===== src/rtl/enc8x3_event_encoder_pkg.sv =====
// Shared constants, index type and one-hot helper
// for the 8-line event encoder.
package enc_pkg;

   localparam int N_LINES = 8;
   localparam int IDX_W   = 3;

   typedef logic [IDX_W-1:0] idx_t;

   function automatic logic [N_LINES-1:0] onehot(input idx_t i);
      logic [N_LINES-1:0] m;
      m    = '0;
      m[i] = 1'b1;
      return m;
   endfunction

endpackage


===== src/rtl/enc8x3_event_encoder_prio.sv =====
// Combinational 8-to-3 priority encoder.
// HI_WINS selects whether the highest or lowest request wins.
module prio_enc8
   import enc_pkg::*;
#(
   parameter bit HI_WINS = 1'b1
) (
   input  logic [N_LINES-1:0] req,
   output idx_t               idx,
   output logic               any
);

   always_comb begin
      idx = '0;
      any = |req;
      // The last match in scan order wins.
      if (HI_WINS) begin
         for (int i = 0; i < N_LINES; i++)
            if (req[i]) idx = idx_t'(i);
      end else begin
         for (int i = N_LINES - 1; i >= 0; i--)
            if (req[i]) idx = idx_t'(i);
      end
   end

endmodule


===== src/rtl/enc8x3_event_encoder.sv =====
// Latches rising edges on 8 lines as sticky pending bits and
// presents them one at a time as 3-bit indices over valid/ready.
module enc8x3_event_encoder
   import enc_pkg::*;
#(
   parameter bit HI_WINS = 1'b1
) (
   input  logic               clk,
   input  logic               rst,
   input  logic [N_LINES-1:0] in,
   input  logic               en,
   input  logic               out_ready,
   input  logic               clr_ovf,
   output idx_t               out,
   output logic               out_valid,
   output logic [N_LINES-1:0] pending,
   output logic               overflow
);

   logic [N_LINES-1:0] r_in_prev;
   logic [N_LINES-1:0] r_pending;
   idx_t               r_out;
   logic               r_out_valid;
   logic               r_overflow;

   logic [N_LINES-1:0] w_edge;
   logic [N_LINES-1:0] w_set;
   logic [N_LINES-1:0] w_clr;
   logic [N_LINES-1:0] w_pending_nxt;
   idx_t               w_idx;
   logic               w_any;
   logic               w_load;
   logic               w_ovf_set;

   prio_enc8 #(
      .HI_WINS (HI_WINS)
   ) u_prio (
      .req (r_pending),
      .idx (w_idx),
      .any (w_any)
   );

   assign w_edge = in & ~r_in_prev;
   assign w_set  = w_edge & {N_LINES{en}};

   // Load when empty, or when the held index is being accepted.
   assign w_load = w_any & (~r_out_valid | out_ready);
   assign w_clr  = w_load ? onehot(w_idx) : '0;

   assign w_pending_nxt = (r_pending & ~w_clr) | w_set;
   assign w_ovf_set     = |(w_set & r_pending & ~w_clr);

   always_ff @(posedge clk or posedge rst) begin
      if (rst) begin
         r_in_prev   <= '0;
         r_pending   <= '0;
         r_out       <= '0;
         r_out_valid <= 1'b0;
         r_overflow  <= 1'b0;
      end else begin
         r_in_prev <= in;
         r_pending <= w_pending_nxt;
         if (w_ovf_set)
            r_overflow <= 1'b1;
         else if (clr_ovf)
            r_overflow <= 1'b0;
         if (w_load) begin
            r_out       <= w_idx;
            r_out_valid <= 1'b1;
         end else if (r_out_valid && out_ready) begin
            r_out_valid <= 1'b0;
         end
      end
   end

   assign out       = r_out;
   assign out_valid = r_out_valid;
   assign pending   = r_pending;
   assign overflow  = r_overflow;

endmodule


===== config.mk =====
export PLATFORM = sky130hd
export DESIGN_NAME = enc8x3_event_encoder
export DESIGN_NICKNAME = d
export VERILOG_FILES = /design/src/rtl/enc8x3_event_encoder_pkg.sv /design/src/rtl/enc8x3_event_encoder_prio.sv /design/src/rtl/enc8x3_event_encoder.sv
export SDC_FILE = /design/constraint.sdc
export NUM_CORES = 1
export LEC_CHECK = 0
export BUFFER_PORTS_ARGS = -buffer_cell sky130_fd_sc_hd__buf_4
export CAP_MARGIN = 10
export CORE_MARGIN = 2
export CORE_UTILIZATION = 35
export CTS_CLUSTER_SIZE = 16
export DETAILED_ROUTE_END_ITERATION = 8
export GPL_TIMING_DRIVEN = 0
export MAX_ROUTING_LAYER = met4
export SYNTH_ARGS = -nofsm -noshare
export SYNTH_HDL_FRONTEND = slang
export SYNTH_SLANG_ARGS = --single-unit
export TNS_END_PERCENT = 100

===== constraint.sdc =====
create_clock -name clk -period 2.1 [get_ports clk]
set_clock_uncertainty 0.2 [all_clocks]
set_input_delay 0.42 -clock clk [delete_from_list [all_inputs] [get_ports clk]]
set_output_delay 0.42 -clock clk [all_outputs]
set_load 0.05 [all_outputs]

## Word-level counts from Yosys, hierarchy flattened

Cells that the tools add are included.

| word-level totals | value |
|---|---|
| flip-flop bits (word level) | 21 |
| output and inout port bits | 13 |

| cells by class | value |
|---|---|
| $lt $le $gt $ge | 2 |
| multiplexer cells | 14 |
| bitwise gates (word level) | 11 |
| reductions and logical operators | 6 |

Operators by type and width:

| operator | number |
|---|---|
| AND 8 bit | 5 |
| NOT 8 bit | 2 |
| OR reduction 8 bit | 2 |
| two-way mux 3 bit | 4 |
| two-way mux 8 bit | 1 |
| bitwise OR 8 bit | 1 |
| two-way mux 1 bit | 6 |
| < comparator 3 x 4 -> 1 bit, second input constant | 1 |
| two-way mux 2 bit | 2 |
| nonzero test 2 bit | 2 |
| demux 1 bit (select 3 bit) | 1 |
| greater-or-equal comparator 3 x 1 -> 1 bit, second input constant | 1 |
| logical AND 1 bit | 2 |
| AND 1 bit | 1 |
| NOT 1 bit | 1 |
| bitwise OR 1 bit | 1 |

## Depth between registers and ports, before layout

Gate-level depths: netlist of the first run.

| logic depth | value |
|---|---|
| depth after elaboration | 16 |
| depth in mapped cells | 6 |
| mapped depth without buffers | 5 |

## By module

A second synthesis of the first run with hierarchy kept.

| unflattened totals | value |
|---|---|
| cells, all modules | 83 |
| area, all modules | 902.1 µm² |

By module, submodules not included:

| module | times used | cells an instance | area an instance (µm²) | sequential area each (µm²) |
|---|---|---|---|---|
| enc8x3_event_encoder | 1 | 71 | 835.8 | 525.5 |
| prio_enc8 | 1 | 12 | 66.3 | 0.0 |

## Worst setup path before layout of the first run

OpenSTA, ideal clock, no wires.

| path | value |
|---|---|
| kind | reg2reg |
| from | reg r_pending[4] (netlist: pending[4]) |
| to | reg r_overflow (netlist: overflow) |
| arrival time | 1.731 ns |
| data required time | 1.771 ns |
| setup slack | 0.040 ns |
| cell stages (with the launch flop) | 6 |
| path buffers | 0 |
| period minus slack after synthesis | 2.060 ns |
| path through | dfrtp_1 nor4_4 nand2b_4 o41ai_4 nor2_1 a2111o_1 |

| on the way | value |
|---|---|
| longest elaborated chain between the ends | 13 |
| elaborated cells between the ends (all ways) | 18 |
| classes of those cells | order compare: 2; mux: 8; bitwise: 4; reduce/logical: 4 |

RTL lines:

| what | RTL line | source |
|---|---|---|
| from (decl) | enc8x3_event_encoder.sv:21 | `logic [N_LINES-1:0] r_pending;` |
| from (signal assigned) | enc8x3_event_encoder.sv:62 | `r_pending <= w_pending_nxt;` |
| two-way mux 3 bit (4 in a row) | enc8x3_event_encoder_prio.sv:19 | `if (req[i]) idx = idx_t'(i);` |
| < comparator 3 x 4 -> 1 bit (implied by the code) or greater-or-equal comparator 3 x 1 -> 1 bit (tied branches) | enc8x3_event_encoder_pkg.sv:13 | `m[i] = 1'b1;` |
| logical AND 1 bit (implied by the code) | enc8x3_event_encoder_pkg.sv:13 |  |
| two-way mux 1 bit (implied by the code) | enc8x3_event_encoder_pkg.sv:13 |  |
| demux 1 bit (select 3 bit) | enc8x3_event_encoder_pkg.sv:13 |  |
| two-way mux 8 bit | enc8x3_event_encoder.sv:48 | `assign w_clr = w_load ? onehot(w_idx) : '0;` |
| NOT 8 bit | enc8x3_event_encoder.sv:51 | `assign w_ovf_set = \|(w_set & r_pending & ~w_clr);` |
| AND 8 bit * | enc8x3_event_encoder.sv:51 |  |
| OR reduction 8 bit * | enc8x3_event_encoder.sv:51 |  |
| two-way mux 1 bit or nonzero test 2 bit (tied branches) | -- |  |
| to (signal assigned) | enc8x3_event_encoder.sv:59 | `r_overflow <= 1'b0;` |
| to (signal assigned) | enc8x3_event_encoder.sv:64 | `r_overflow <= 1'b1;` |
| to (signal assigned) | enc8x3_event_encoder.sv:66 | `r_overflow <= 1'b0;` |
| to (decl) | enc8x3_event_encoder.sv:24 | `logic r_overflow;` |

Every way passes the cells marked *; elsewhere a longest branch is shown, timed or not.
A chain may end at the register's enable or synchronous reset.

## Final worst setup path of the first run

Ends and elaborated chain as after synthesis.

==> results of run 1 <==
per-layer routing:
layer | vias to the layer above | part of all wire (%) | GRT usage, %
li1 | 340 | - | -
met1 | 336 | 45 | 18.3
met2 | 16 | 50 | 23.6
met3 | 2 | 3.8 | 2.73
met4 | 0 | 1.0 | 5.83
met5 | - | 0 | -
cells by family (layout without fill, tap and decap cells):
group                  after synthesis  count (layout)  share of synthesized area, %
AO/OA/AOI/OAI                       24              24                          19.8
AND/OR/NAND/NOR                     27              27                          18.6
buffers and inverters                8              36                          3.33
flip-flops                          21              21                          58.3
sequential cells by signal (all words and copies together), names as in the netlist:
| name | flops |
|---|---|
| out | 3 |
| pending | 8 |
| overflow | 1 |
| r_in_prev | 8 |
| out_valid | 1 |
final timing paths:
path | from | end | slack (ns)
max in group asynchronous | rst | out[2]$_DFFE_PP0N_ | 1.16
max reg2reg | pending[4]$_DFF_PP0_ | overflow$_DFFE_PP0P_ | 0.15
min | in[7] | r_in_prev[7]$_DFF_PP0_ | 0.03
max | pending[4]$_DFF_PP0_ | overflow$_DFFE_PP0P_ | 0.15
min in group asynchronous | rst | pending[3]$_DFF_PP0_ | 0.06
min reg2reg | r_in_prev[0]$_DFF_PP0_ | pending[0]$_DFF_PP0_ | 0.33
where the power goes:
group	internal, mW	leakage [nW]	switching (mW)
clock	0.0740	0.0150	0.115
sequential	0.459	0.235	0.0621
combinational	0.135	0.286	0.281
total	0.668	0.536	0.458
per-stage QoR:
stage / cell area [sq um] / instances / utilization, %
after global placement: 1120 / 134 / 45.6
after floorplan: 902 / 80 / -
after detailed placement: 1120 / 134 / 45.6
after global routing: 1150 / 138 / 46.7
after CTS: 1150 / 138 / 46.7
final: 1150 / 138 / 46.7
final cells by class:
| type | instances | area share, % |
|---|---|---|
| timing repair buffer | 24 | 15.7 |
| inverter | 6 | 1.97 |
| tap | 30 | 3.28 |
| buffer | 2 | 0.655 |
| sequential | 21 | 45.9 |
| multi-input combinational | 51 | 30.2 |
| clock buffer | 4 | 2.29 |
synth_stat cells, drive strengths merged:
master   number  area share [%]
a32o          1             1.1
and3b         1            0.97
o21bai        1            0.83
nand4         1            0.69
a32oi         1            0.97
nor3b         1            0.83
nor4          2             3.1
o31ai         1            0.83
nand3         1            0.55
o21a          1            0.83
inv           6             2.5
o221ai        1            0.97
a21o          2             1.7
a2111o        1             1.2
o41ai         1             3.1
clkbuf        2            0.83
a21oi         5             2.8
o21ai         7             3.9
nand3b        3             2.5
nor2b         2             1.4
a31oi         1            0.69
nand2         4             1.7
dfrtp        21              58
nor2          8             3.3
nand2b        4             3.6
o2bb2ai       1            0.97
cells in the final DEF (no fill, tap or decap), drive strengths merged:
cell and n:
a2111o 1, a21o 2, a21oi 5, a31oi 1, a32o 1, a32oi 1
and3b 1, buf 24, clkbuf 6, dfrtp 21, inv 6, nand2 4
nand2b 4, nand3 1, nand3b 3, nand4 1, nor2 8, nor2b 2
nor3b 1, nor4 2, o21a 1, o21ai 7, o21bai 1, o221ai 1
o2bb2ai 1, o31ai 1, o41ai 1
==> metrics.cfg, run 1 <==
[hold_path]
hold_path_class=input port to register
holdPathStages=1

[pwr]
ir_drop_mv=0.495
power_mw=1.13
power.density_nw_per_um2=982
p_leak_nw=0.536

[timing]
relSlewSlack_pct=47.9
max_freq_mhz=512
fin_crit_sh_pct=93.1
tightest_slew_ns=0.780
worst_slack_ns=0.146
hold_viol_final=0
setup_viol=0
maxSlewViolCount=0
period_minus_slack_ns=1.95
fin_setup_tns_ns=0
rsz0062_at_grt=false
whs_ns=0.0288

[clock_network]
htreeDepth=1
insertion_delay_ns=0.30
cts_buffers=3
clk_pin_slew_ns=0.11
cts_resized=0
clock_sinks=21
postCtsHoldBufs=0
cts_tree=yes
root_buffer=clkbuf_4
clk_path_buf_depth=2
cts_setup_buffers=0

[synth]
ys_types=28
syn-instance-count=80
ys_warn_count=0
syn_area_sq_um=902
ys_ff_latch=21
syn_area_per_cell_sq_um=11.3
seq_area_frac_synth_pct=58.3
synthesis.nets=93

[job]
drv_cap=0

[setup_path]
cp_slowest_stage_delay_ns=0.46
cp-end-kind=register
reg2regPathDepth=5
critPathSlowestCell=dfrtp_1
startpoint_type=register
crit_buf_inv=0
crit_family=simple AND/OR/NAND/NOR gates
worstSetupPathType=register to register
arrival_ns=1.94
worst-path-stages=5
crit_chain=nor4_4 -> nand2b_4 -> o41ai_4 -> nor2_1 -> a2111o_1
critPathRequiredTime_ns=2.09
critPathMaxFanout=6

[cells_and_area]
multi_input_area_sq_um=347
syn_to_final_growth_pct=27.0
regArea_sq_um=526
fin_nets=122
diodes=0
drive_gt1_share_pct=27.8
num-fill-cells=248

[detailed_routing]
drt_wl_total_um=1800
vias_per_cell=5.03
postRouteAntennaNets=0
drtIter0Drc=10
vias=694
first_pass_iters=5
post-route-drc-count=0
routedWlPerCell_um=13.0

[global_routing]
grt_max_degree=22
antenna_found_initial=0
grt_pass1_vias=698
grt_overflow=0
grt_pass1_wl_um=3050
track_usage_pct=14.8

[run_status]
outcome=finished, final reports clean

[placement]
numPortBuffers=24
post-place-ws_ns=0.151
gp_congestion=0.756
dp_hpwl_um=1430

[floorplanning]
num_rows=18
die_x_um=54.8
io_pins=26
initial_utilization_pct=36.7
die_y_um=54.8
die_area_sq_um=3000
core_sq_um=2450

(Power assumes the default switching activity.)
==> inputs of run 2 (changes only) <==
- ABC_AREA: default -> 1
- GPL_TIMING_DRIVEN: 0 -> default
==> run 2 against run 1 <==
  * Non-clock buffer count up 1
  * Cell area grew 12%
  * Global-route usage decreased by 0.53 points
  * First-iteration DRC count unchanged
  * Maximum frequency up 18%
  * Combinational power is 39% higher
  * Worst setup slack better by 0.30 ns
  * Critical endpoint unchanged
  * Largest power group is now combinational cells
==> metrics.cfg, run 2 <==
[run_status]
outcome=finished, final reports clean

[cells_and_area]
postLayoutCellArea_sq_um=1290  ; +12%
drive_gt1_share_pct=30.1  ; +2.4 points
final_common_cell=nand2_1
layout_common_cells=nand2_1 (32), buf_4 (26), dfrtp_1 (21)
syn_to_final_growth_pct=26.3
fin_nets=160  ; +31%
instances_no_fill=177  ; +28%
diodes=0  ; unchanged

[clock_network]
cts_tree=yes
insertion_delay_ns=0.30  ; about the same
clk_pin_slew_ns=0.12  ; about the same
htreeDepth=1  ; unchanged
cts_resized=0  ; unchanged
cts_buffers=3  ; unchanged
root_buffer=clkbuf_4
clk_path_buf_depth=2  ; unchanged
clock_sinks=21  ; unchanged

[placement]
dp_hpwl_um=1570  ; +9.2%
gp_congestion=0.929  ; +23%
post-place-ws_ns=0.467  ; +0.316 ns
numPortBuffers=25  ; +4.2%
place_area_sq_um=1250  ; +12%
placed_cells=172  ; +28%

[detailed_routing]
routedWlPerCell_um=11.4  ; -12%
post-route-drc-count=0  ; unchanged
routed.top_layer=met4
first_pass_iters=4  ; -1
vias_per_cell=4.64  ; -7.7%
wl_met1_um=959  ; +19%
wl_met3_um=67  ; -2.9%
drt_wl_total_um=2020  ; +12%
vias=822  ; +18%
drtIter0Drc=10  ; unchanged
postRouteAntennaNets=0  ; unchanged
met2_length_um=955  ; +5.6%

[setup_path]
critPathSlowestCell=dfrtp_1
cp-end-kind=register
startpoint_type=register
critPathRequiredTime_ns=2.10  ; about the same
r2r-start=pending[6]$_DFF_PP0_
crit_chain=nor2_2 -> nand2_2 -> inv_2 -> nand3_2 -> nor2_2 -> nand3_2 -> nand2_1 -> nand2_1 -> nor2_1 -> nand2_1
rrSetupSlack_ns=0.45  ; +0.30 ns
worstReg2RegEnd=overflow$_DFFE_PP0P_
crit_top_cell=nand2_1
reg2regPathDepth=10  ; +5
arrival_ns=1.65  ; -0.29 ns
critPathMaxFanout=6  ; unchanged
worstSetupPathType=register to register
cp_slowest_stage_delay_ns=0.46  ; about the same

[hold_path]
whs_endpoint=r_in_prev[2]$_DFF_PP0_
hold_path_startpoint=in[2]
holdPathStages=1  ; unchanged
hold_path_class=input port to register

[floorplanning]
num_rows=19  ; +1
io_pins=26  ; unchanged
die_y_um=57.9  ; +5.8%
core_sq_um=2760  ; +12%
initial_utilization_pct=36.9  ; +0.18 points
die_area_sq_um=3360  ; +12%
die_x_um=57.9  ; +5.8%

[synth]
seq_area_frac_synth_pct=51.6  ; -6.7 points
syn-instance-count=116  ; +45%
syn_area_per_cell_sq_um=8.78  ; -22%
synthesis.nets=129  ; +39%
ys_types=21  ; -25%
yosys.area.top_type_share_pct=51.6  ; -6.7 points
ys_ff_latch=21  ; unchanged
synth-compound-area-share_pct=3.19  ; -17 points
synth_ff_type=dfrtp_1
synth_xor_area_share_pct=0  ; unchanged
synthAdderAreaFrac_pct=0  ; unchanged
async_reset_ff_share_pct=100  ; unchanged
syn_area_sq_um=1020  ; +13%
synthTopCellsByCount=nand2_1 (32), dfrtp_1 (21), inv_1 (14)
synthSimpleGateAreaFrac_pct=39.3  ; +21 points
synth-edff-count=0  ; unchanged
synthMuxAreaShare_pct=0  ; unchanged
yosys.area.top_type=dfrtp_1
synth_top_family_by_area=simple AND/OR/NAND/NOR gates
synth.most_common_cell=nand2_1
synth.area.top_cells=dfrtp_1 (52%), nand2_1 (12%), nand3b_1 (5.9%)
ys_warn_count=0  ; unchanged

[global_routing]
grt_overflow=0  ; unchanged
track_usage_pct=14.2  ; -0.53 points
grt_max_degree=22  ; unchanged
grt_pass1_vias=843  ; +21%
antenna_found_initial=0  ; unchanged
grt_pass1_wl_um=3520  ; +15%

[timing]
setup_viol=0  ; unchanged
fin_setup_tns_ns=0  ; unchanged
whs_ns=0.0239  ; -0.00489 ns
hold_viol_final=0  ; unchanged
tightest_slew_ns=0.275  ; -0.506 ns
rsz0062_at_grt=false
worst_slack_ns=0.450  ; +0.304 ns
relSlewSlack_pct=81.7  ; +34 points
maxSlewViolCount=0  ; unchanged
period_minus_slack_ns=1.65  ; -0.304 ns
fin_crit_sh_pct=78.6  ; -14 points
max_freq_mhz=606  ; +18%

[pwr]
ir_drop_mv=0.625  ; +26%
p_leak_nw=0.682  ; +27%
power.density_nw_per_um2=1030  ; +4.7%

[job]
drv_cap=0  ; unchanged

run 2: changes by cell type in the layout (fill, tap and decap cells not counted), sizes merged, moves of 5 or more:
| cell | before | now |
|---|---|---|
| nand3b | 3 | 8 |
| inv | 6 | 15 |
| nor2 | 8 | 20 |
| nand3 | 1 | 6 |
| o21ai | 7 | 1 |
| nand2 | 4 | 36 |
run 2: layer usage:
metal | track usage [%] | vias to the layer above
met1 | 17.3 | 377
met3 | 2.01 | 4
met5 | - | -
met4 | 6.98 | 0
met2 | 23.2 | 16
li1 | - | 425
run 2: final cells by class:
type | count | area [sq um]
clock buffer | 3 | 22.5
clock inverter | 1 | 5.00
fill | 271 | 1470
inverter | 15 | 56.3
multi-input combinational | 79 | 433
sequential | 21 | 526
tap | 31 | 38.8
timing repair buffer | 27 | 205
run 2: logic make-up (layout without fill, tap and decap cells):
logic type             after synthesis  in the layout
buffers and inverters               16             46
DFF                                 21             21
and+or+nand+nor                     74             74
AOI/OAI and AO/OA                    5              5
run 2: worst max path at each step:
stage                                end  cells after the start            startpoint
floorplan           overflow$_DFFE_PP0P_                      9  pending[6]$_DFF_PP0_
global placement    overflow$_DFFE_PP0P_                     10  pending[6]$_DFF_PP0_
detailed placement  overflow$_DFFE_PP0P_                     10  pending[6]$_DFF_PP0_
CTS                           pending[5]                      1  pending[5]$_DFF_PP0_
global route        overflow$_DFFE_PP0P_                     10  pending[6]$_DFF_PP0_
finish              overflow$_DFFE_PP0P_                     10  pending[6]$_DFF_PP0_
run 2: repair_timing:
item,in CTS,in global routing
endpoints found under the setup margin,0,0
setup buffers,0,0
hold buffers,1,0
hold endpoints to repair,21,0
run 2: stage by stage:
stage	power (mW)	utilization (%)
after detailed placement	1.14	45.3
after floorplan	0.968	-
after global routing	1.41	46.6
final	1.32	46.6
after global placement	1.14	45.3
after CTS	1.34	46.6
run 2: report_power, final:
group | switching [mW] | internal [mW] | leakage (nW)
registers | 0.0782 | 0.472 | 0.229
logic | 0.399 | 0.181 | 0.435
clock network | 0.121 | 0.0709 | 0.0177
run 2: worst max-delay path: cells and delay by family, from the launching register on:
kind / cells / cell delay (ns)
simple gates: 9 / 0.84
flops: 1 / 0.46
buf+inv: 1 / 0.06
